==> config.mk <==
export PLATFORM = sky130hd
export DESIGN_NAME = fetch_pc_unit
export DESIGN_NICKNAME = d
export VERILOG_FILES = /design/src/rtl/fetch_pc_unit_pkg.sv /design/src/rtl/fetch_instr_buffer.sv /design/src/rtl/fetch_pc_unit.sv
export SDC_FILE = /design/constraint.sdc
export NUM_CORES = 1
export LEC_CHECK = 0
export BUFFER_PORTS_ARGS = -buffer_cell sky130_fd_sc_hd__buf_2
export CAP_MARGIN = 25
export CORE_AREA = 3 3 175 177
export DETAILED_ROUTE_END_ITERATION = 7
export DIE_AREA = 0 0 178 180
export GPL_ROUTABILITY_DRIVEN = 1
export PLACE_DENSITY_LB_ADDON = 0.3
export SLEW_MARGIN = 25
export SYNTH_ARGS = -nofsm -noshare
export SYNTH_HDL_FRONTEND = slang
export SYNTH_SLANG_ARGS = --single-unit
==> constraint.sdc <==
create_clock -name clock_in -period 2.83 [get_ports clock_in]
set_clock_uncertainty 0.2 [all_clocks]
set_input_delay 0.566 -clock clock_in [delete_from_list [all_inputs] [get_ports clock_in]]
set_output_delay 0.566 -clock clock_in [all_outputs]
set_load 0.1 [all_outputs]
==> src/rtl/fetch_pc_unit_pkg.sv <==
// Shared definitions for the instruction-fetch PC stage.
//   fetch_state_e  : fetch sequencer state encoding
//   IF_INSTR_BYTES : default sequential PC increment
//   IF_RESET_PC    : default PC loaded on reset
package fetch_pc_unit_pkg;

   typedef enum logic [1:0] {
      ST_IDLE = 2'd0,
      ST_REQ  = 2'd1,
      ST_WAIT = 2'd2,
      ST_DROP = 2'd3
   } fetch_state_e;

   localparam int          IF_INSTR_BYTES = 4;
   localparam logic [63:0] IF_RESET_PC    = 64'h0;

endpackage

==> src/rtl/fetch_instr_buffer.sv <==
// One-entry holding register for a fetched instruction and its PC.
//   clock_in, reset_n_in : clock, async active-low reset
//   load, load_data, load_pc : capture a new instruction
//   consume              : decode took the entry
//   flush                : drop the entry (redirect), beats load
//   valid, data, pc      : held entry
module fetch_instr_buffer
   import fetch_pc_unit_pkg::*;
#(
   parameter int DATA_WIDTH  = 64,
   parameter int INSTR_WIDTH = 32
) (
   input  logic                   clock_in,
   input  logic                   reset_n_in,
   input  logic                   load,
   input  logic                   consume,
   input  logic                   flush,
   input  logic [INSTR_WIDTH-1:0] load_data,
   input  logic [DATA_WIDTH-1:0]  load_pc,
   output logic                   valid,
   output logic [INSTR_WIDTH-1:0] data,
   output logic [DATA_WIDTH-1:0]  pc
);

   // Load wins over consume so a same-cycle consume/refill keeps the new entry.
   always_ff @(posedge clock_in or negedge reset_n_in) begin
      if (!reset_n_in) begin
         valid <= 1'b0;
         data  <= '0;
         pc    <= '0;
      end else if (flush) begin
         valid <= 1'b0;
      end else if (load) begin
         valid <= 1'b1;
         data  <= load_data;
         pc    <= load_pc;
      end else if (consume) begin
         valid <= 1'b0;
      end
   end

endmodule

==> src/rtl/fetch_pc_unit.sv <==
// Fetch PC stage: holds the fetch PC, issues one-outstanding fetch requests,
// uses the external IF adder for PC + INSTR_BYTES, buffers one instruction
// for decode and handles redirects by discarding the in-flight response.
//   clock_in, reset_n_in              : clock, async active-low reset
//   adder_a/b_data_out, adder_data_in : external adder operands and sum
//   redirect_valid_in, redirect_pc_in : branch/trap redirect
//   fetch_req_*                       : request to instruction memory
//   fetch_rsp_*                       : response from instruction memory
//   instr_*_out, decode_ready_in      : buffered instruction to decode
//
// state   | meaning
// --------+--------------------------------------------------
// IDLE    | first cycle out of reset, no request yet
// REQ     | presenting fetch request for pc_q
// WAIT    | request accepted, response will update buffer/PC
// DROP    | request accepted, response must be discarded
module fetch_pc_unit
   import fetch_pc_unit_pkg::*;
#(
   parameter int                    DATA_WIDTH  = 64,
   parameter int                    INSTR_WIDTH = 32,
   parameter logic [DATA_WIDTH-1:0] RESET_PC    = DATA_WIDTH'(IF_RESET_PC),
   parameter int                    INSTR_BYTES = IF_INSTR_BYTES
) (
   input  logic                   clock_in,
   input  logic                   reset_n_in,
   output logic [DATA_WIDTH-1:0]  adder_a_data_out,
   output logic [DATA_WIDTH-1:0]  adder_b_data_out,
   input  logic [DATA_WIDTH-1:0]  adder_data_in,
   input  logic                   redirect_valid_in,
   input  logic [DATA_WIDTH-1:0]  redirect_pc_in,
   output logic                   fetch_req_valid_out,
   output logic [DATA_WIDTH-1:0]  fetch_req_addr_out,
   input  logic                   fetch_req_ready_in,
   input  logic                   fetch_rsp_valid_in,
   input  logic [INSTR_WIDTH-1:0] fetch_rsp_data_in,
   output logic                   instr_valid_out,
   output logic [INSTR_WIDTH-1:0] instr_data_out,
   output logic [DATA_WIDTH-1:0]  instr_pc_out,
   input  logic                   decode_ready_in
);

   fetch_state_e          state;
   logic [DATA_WIDTH-1:0] pc_q;
   logic [DATA_WIDTH-1:0] redirect_pc_aligned;
   logic                  buf_free;
   logic                  buf_consume;
   logic                  req_fire;
   logic                  rsp_take;

   assign adder_a_data_out    = pc_q;
   assign adder_b_data_out    = DATA_WIDTH'(INSTR_BYTES);
   assign fetch_req_addr_out  = pc_q;
   assign redirect_pc_aligned = redirect_pc_in & ~DATA_WIDTH'(3);

   // Requesting only into a free (or draining) buffer guarantees the
   // response always has somewhere to land.
   assign buf_consume         = instr_valid_out && decode_ready_in;
   assign buf_free            = !instr_valid_out || decode_ready_in;
   assign fetch_req_valid_out = (state == ST_REQ) && buf_free;
   assign req_fire            = fetch_req_valid_out && fetch_req_ready_in && !redirect_valid_in;
   assign rsp_take            = (state == ST_WAIT) && fetch_rsp_valid_in && !redirect_valid_in;

   always_ff @(posedge clock_in or negedge reset_n_in) begin
      if (!reset_n_in) begin
         state <= ST_IDLE;
         pc_q  <= RESET_PC;
      end else if (redirect_valid_in) begin
         pc_q <= redirect_pc_aligned;
         case (state)
            ST_WAIT, ST_DROP: state <= fetch_rsp_valid_in ? ST_REQ : ST_DROP;
            default:          state <= state;
         endcase
      end else begin
         case (state)
            ST_IDLE: state <= ST_REQ;
            ST_REQ: begin
               if (req_fire) state <= ST_WAIT;
            end
            ST_WAIT: begin
               if (fetch_rsp_valid_in) begin
                  pc_q  <= adder_data_in;
                  state <= ST_REQ;
               end
            end
            ST_DROP: begin
               if (fetch_rsp_valid_in) state <= ST_REQ;
            end
            default: state <= ST_IDLE;
         endcase
      end
   end

   fetch_instr_buffer #(
      .DATA_WIDTH  (DATA_WIDTH),
      .INSTR_WIDTH (INSTR_WIDTH)
   ) u_instr_buffer (
      .clock_in   (clock_in),
      .reset_n_in (reset_n_in),
      .load       (rsp_take),
      .consume    (buf_consume),
      .flush      (redirect_valid_in),
      .load_data  (fetch_rsp_data_in),
      .load_pc    (pc_q),
      .valid      (instr_valid_out),
      .data       (instr_data_out),
      .pc         (instr_pc_out)
   );

endmodule

==> results of run 1 <==
==> sequential cells by signal, indices dropped and copies added, names as in the netlist <==
name,count
adder_a_data_out,64
state,2
u_instr_buffer.data,32
u_instr_buffer.pc,64
u_instr_buffer.valid,1
==> metal layers <==
metal | global-route usage, % | vias to the layer above | wire (microns)
li1 | - | 2412 | -
met1 | 14.3 | 2580 | 7830
met2 | 22.1 | 264 | 10800
met3 | 2.98 | 13 | 1660
met4 | 3.17 | 0 | 216
met5 | 0 | - | 0
==> path summary, 6_finish.rpt <==
| kind | end | slack (ns) | cells past startpoint |
|---|---|---|---|
| setup / recovery | fetch_req_valid_out | 0.56 | 3 |
| hold / removal | adder_a_data_out[12] | 0.17 | 2 |
| setup reg to reg | u_instr_buffer.pc[27] | 0.91 | 4 |
| hold reg to reg | u_instr_buffer.pc[47] | 0.30 | 1 |
| max in group asynchronous | adder_a_data_out[0] | 1.44 | 3 |
| min in group asynchronous | u_instr_buffer.pc[31] | 0.33 | 2 |
==> cells in the final DEF, fill, tap and decap left out, types with 2 or more instances in the layout <==
cell type	netlist	layout
sky130_fd_sc_hd__buf_2	3	388
sky130_fd_sc_hd__dfrtp_1	163	163
sky130_fd_sc_hd__mux2_2	114	114
sky130_fd_sc_hd__conb_1	2	64
sky130_fd_sc_hd__and2_1	48	48
sky130_fd_sc_hd__a221o_1	48	48
sky130_fd_sc_hd__clkbuf_16	0	17
sky130_fd_sc_hd__mux2_4	10	10
sky130_fd_sc_hd__buf_12	10	6
sky130_fd_sc_hd__clkinvlp_4	0	5
sky130_fd_sc_hd__clkbuf_1	4	3
sky130_fd_sc_hd__buf_4	128	3
sky130_fd_sc_hd__and3_1	2	2
sky130_fd_sc_hd__a22o_1	2	2
sky130_fd_sc_hd__nor2_1	2	2
sky130_fd_sc_hd__inv_6	0	2
sky130_fd_sc_hd__inv_8	0	2
sky130_fd_sc_hd__clkinv_4	0	2
==> final cells by class <==
cell class	count	area share (%)
repair buffers	399	21.5
well taps	390	4.97
inverters	1	0.0383
clock inverters	12	1.28
multi-input cells	299	26.2
flip-flops and latches	163	41.6
clock buffers	20	4.45
==> worst max-delay path: cells and delay by family (launching register included) <==
family / cells / cell delay [ns]
buffers and inverters: 2 / 0.52
DFF: 1 / 0.43
and+or+nand+nor: 1 / 0.14
==> through the flow <==
step | hold WS, ns | area, sq um | util (%) | worst slack (ns) | std cells
after floorplan | 0.0704 | 7990 | - | 0.289 | 621
after global placement | 0.193 | 9240 | 31.4 | 0.704 | 1251
after detailed placement | 0.192 | 9240 | 31.4 | 0.707 | 1251
after CTS | 0.143 | 9810 | 33.4 | 0.522 | 1284
after global routing | 0.143 | 9810 | 33.4 | 0.468 | 1284
final | 0.175 | 9810 | 33.4 | 0.556 | 1284
==> kinds of logic (layout without fill, tap and decap cells) <==
kind of cell / after synthesis / in the layout / synth area share [%]
flip-flops: 163 / 163 / 52.6
buffers and inverters: 159 / 432 / 17.3
multiplexers: 124 / 124 / 18.5
AND/OR/NAND/NOR: 59 / 59 / 4.95
AO/OA/AOI/OAI: 52 / 52 / 6.55
other: 2 / 64 / 0.0969
==> impl_metrics.ini, run 1 <==
[sta]
timing.final.crit_share_pct = 80.4
fin_tns_setup_ns = 0
timing.final.max_slew_violations = 0
rsz0062_at_grt = no
fmax_ghz = 0.440
finalSetupViolations = 0
timing.slew.headroom_pct = 64.3
worst_slew_pin_slew_ns = 0.540
fin_crit_ns = 2.27
hold_violation_count_in_the_final_report = 0

[synth]
synthesis.area_per_instance_sq_um = 13.9
synth-edff-count = 0
synthesis.yosys.warnings = 0
synth.cells.most_frequent = sky130_fd_sc_hd__dfrtp_1 (163), sky130_fd_sc_hd__buf_4 (128), sky130_fd_sc_hd__mux2_2 (114)
synth.distinct_cells = 24
netlist_area_pre_place_sq_um = 7750
synthTopCellsByArea = sky130_fd_sc_hd__dfrtp_1 (53%), sky130_fd_sc_hd__mux2_2 (17%), sky130_fd_sc_hd__buf_4 (12%)
synthMostInstantiatedCell = sky130_fd_sc_hd__dfrtp_1
cell_taking_the_most_area_after_synthesis = sky130_fd_sc_hd__dfrtp_1
netlist.area_leader.share_pct = 52.6
synth_seq_area_share_pct = 52.6
asyncSetResetFlopFracSynth_pct = 100
synth.ff_latch_count = 163
dominantRegCellSynth = sky130_fd_sc_hd__dfrtp_1
post_synth_inst_count = 559

[global_route]
grt_max_degree = 80
final_global_route_overflow_total = 0
grt_use_total_pct = 12.2
first_global_vias = 5058
antenna_found_initial = 0
grt_pass1_wl_mm = 30.1

[clocking]
hold_buffers = 1
htreeDepth = 4
cts_num_sinks = 163
clk-insertion-delay-late_ns = 0.42
tritoncts = done
cts_root_buf = sky130_fd_sc_hd__clkbuf_16
clk_pin_slew_worst_setup_hold_paths_ns = 0.07
post_cts_buffers = 0
cts_made_buffers = 17
post_cts_resized = 0
cts_max_path_buffers = 2

[route]
remaining_drc_errors = 0
vias_per_cell = 4.10
detail_route.wl_per_cell_microns = 16.0
wirelength_mm = 20.5
detailedRoute.firstIterationViolations = 157
antenna_violating_nets_post_route = 0
drt_pre_antenna_iters = 4
num_vias = 5269

[die]
initial_utilization_pct = 26.4
core_area_sq_um = 29400
io_pins = 456
fp.dieW_microns = 178
fp.dieH_microns = 180
die_footprint_sq_um = 32000
core.rowCount = 63

[setup_path]
cp.required_ns = 2.06
critical_path_peak_fanout = 4
crit_type = reg -> out
cell_chain_of_the_critical_path = inv_1 -> and3_1 -> buf_2
cp_slowest_stage_delay_ns = 0.43
crit_path_start_kind = flip-flop
startpoint_of_the_most_critical_setup_path = state[1]
crit_path_top_delay_cell = sky130_fd_sc_hd__dfrtp_1
reg_to_reg_startpoint = state[0]
arrival_ns = 1.51
worst_setup_path_end_kind = primary output

[finish]
fillers = 3003
multi_input_comb_area_sq_um = 2570
flow.area_growth_from_synthesis_pct = 26.5
layout-drive-gt1-share_pct = 62.0
antennaDiodeCount = 0
layout.nets = 1047
seq_area_sq_um = 4080

[run]
max_cap_viol_count = 0

[placement]
post-dp-hpwl_mm = 15.1
buffer_ports.inserted = 389
rd_place_congestion = 0.710

[run_status]
run_status = completed

[min_path]
hold_path.startpoint = adder_data_in[12]
worstHoldPathType = in -> reg
Power of run 1 is left out: the tool's default activity adds up to more than one toggle a clock period on the data nets, which glitch-free logic cannot reach.
==> run 2, diff against run 1 <==
- CORE_AREA: 3 3 175 177 -> 3 3 178 180
- DIE_AREA: 0 0 178 180 -> 0 0 181 183
- clock period: 2.83 -> 2.1 ns (I/O delays scaled with it)
==> run 2 against run 1 <==
Against the previous run:
- worst hold slack worse by 0.14 ns
- largest cell class unchanged
- setup slack worse by 0.42 ns
- critical path type unchanged
- critical endpoint is now adder_a_data_out[35]
- via count increased by 3.3%
- sequential cell count is the same
- sequential share of layout area fell by 2.2 points
- die area grew 3.4%
- first-iteration DRC count is 5.7% lower
- critical path depth fell by 2
- global-route usage rose by 0.34 points
==> impl_metrics.ini, run 2 (synthesis results as in run 1) <==
[clocking]
cts_num_sinks = 163
post_cts_buffers = 0
hold_buffers = 29
clk-insertion-delay-late_ns = 0.42
post_cts_resized = 0
cts_max_path_buffers = 2
cts_made_buffers = 17
cts_root_buf = sky130_fd_sc_hd__clkbuf_16
htreeDepth = 4
clk_pin_slew_worst_setup_hold_paths_ns = 0.06
tritoncts = done

[die]
fp.dieW_microns = 181
io_pins = 456
core.rowCount = 64
initial_utilization_pct = 25.5
core_area_sq_um = 30300
fp.dieH_microns = 183
die_footprint_sq_um = 33100

[route]
drt_pre_antenna_iters = 4
num_vias = 5441
detailedRoute.firstIterationViolations = 148
vias_per_cell = 4.07
wirelength_mm = 21.5
antenna_violating_nets_post_route = 0
remaining_drc_errors = 0
detail_route.wl_per_cell_microns = 16.0

[setup_path]
cp_slowest_stage_delay_ns = 0.48
timing.reg2reg.setup_slack_ns = 0.20
crit_path_top_delay_cell = sky130_fd_sc_hd__buf_2
cell_chain_of_the_critical_path = buf_2
worst_setup_path_end_kind = primary output
arrival_ns = 1.35
cp.buffers_inverters = 1
crit_type = reg -> out
cp.required_ns = 1.48
crit_family = buffers and inverters
critical_path_peak_fanout = 4
crit_path_start_kind = flip-flop

[sta]
fin_tns_setup_ns = 0
fmax_ghz = 0.508
fin_crit_ns = 1.97
hold_violation_count_in_the_final_report = 0
rsz0062_at_grt = no
timing.final.crit_share_pct = 93.7
timing.final.max_slew_violations = 0
worst_slew_pin_slew_ns = 0.572
finalSetupViolations = 0
timing.slew.headroom_pct = 61.9

[run]
max_cap_viol_count = 0

[finish]
layout.nets = 1095
most_common_library_cell_in_the_layout_ignoring_fill_and_taps = sky130_fd_sc_hd__buf_2
finalCoreUtilization_pct = 34.1
flow.area_growth_from_synthesis_pct = 33.5
layout_common_cells = sky130_fd_sc_hd__buf_2 (387), sky130_fd_sc_hd__dfrtp_1 (162), sky130_fd_sc_hd__mux2_2 (114)
final_area_sq_um = 10300
layoutNonFillerInstCount = 1338
layout-drive-gt1-share_pct = 61.2

[global_route]
grt_pass1_wl_mm = 32.6
grt_max_degree = 54
grt_use_total_pct = 12.6
antenna_found_initial = 1
final_global_route_overflow_total = 0
first_global_vias = 5590

[placement]
numPlacedInstances = 1277
buffer_ports.inserted = 389
post_dp_cell_area_sq_um = 9460
post-dp-hpwl_mm = 15.8
rd_place_congestion = 0.765

[run_status]
run_status = completed

[min_path]
worstHoldPathType = in -> reg
[run 2: changes by cell type in the layout (fill, tap and decap cells not counted), moves of 2 or more]
cell	delta
sky130_fd_sc_hd__buf_12	+5
sky130_fd_sc_hd__buf_4	+16
sky130_fd_sc_hd__bufinv_16	+2
sky130_fd_sc_hd__clkbuf_8	+2
sky130_fd_sc_hd__clkinv_2	+4
sky130_fd_sc_hd__clkinv_4	-2
sky130_fd_sc_hd__clkinvlp_4	-2
sky130_fd_sc_hd__dlygate4sd3_1	+28
sky130_fd_sc_hd__inv_6	-2
sky130_fd_sc_hd__inv_8	-2
[run 2: worst paths after layout]
path                                      endpoint                    start  cells past startpoint
max in group asynchronous     adder_a_data_out[57]               reset_n_in                      3
min in group asynchronous    u_instr_buffer.pc[52]               reset_n_in                      2
hold / removal              u_instr_buffer.data[4]     fetch_rsp_data_in[4]                      2
hold reg to reg            u_instr_buffer.data[19]  u_instr_buffer.data[19]                      1
setup / recovery              adder_a_data_out[35]     adder_a_data_out[35]                      1
setup reg to reg             u_instr_buffer.pc[57]                 state[0]                      5
[run 2: metal layers]
metal / share of wire [%] / up-vias / GRT usage (%)
met5: 0 / - / 0
met4: 0.97 / 0 / 3.87
met3: 7.4 / 10 / 3.63
met2: 53 / 248 / 22.7
met1: 39 / 2664 / 14.5
li1: - / 2519 / -
[run 2: final cells by class]
type                       count  area (sq um)
tap                          396           495
antenna                        1          2.50
timing repair buffer         447          2600
clock inverter                10           133
multi-input combinational    299          2570
inverter                       1          3.75
fill                        3111         20000
sequential                   163          4080
clock buffer                  21           460
[run 2: through the flow]
stage / setup WS, ns / hold WS (ns)
detailed placement: 0.147 / 0.240
floorplan: 0.128 / -0.0756
CTS: 0.0834 / 0.000414
finish: 0.132 / 0.0309
global placement: 0.162 / 0.239
global route: 0.0589 / 0.00243
Power of run 2 is left out for the same reason.
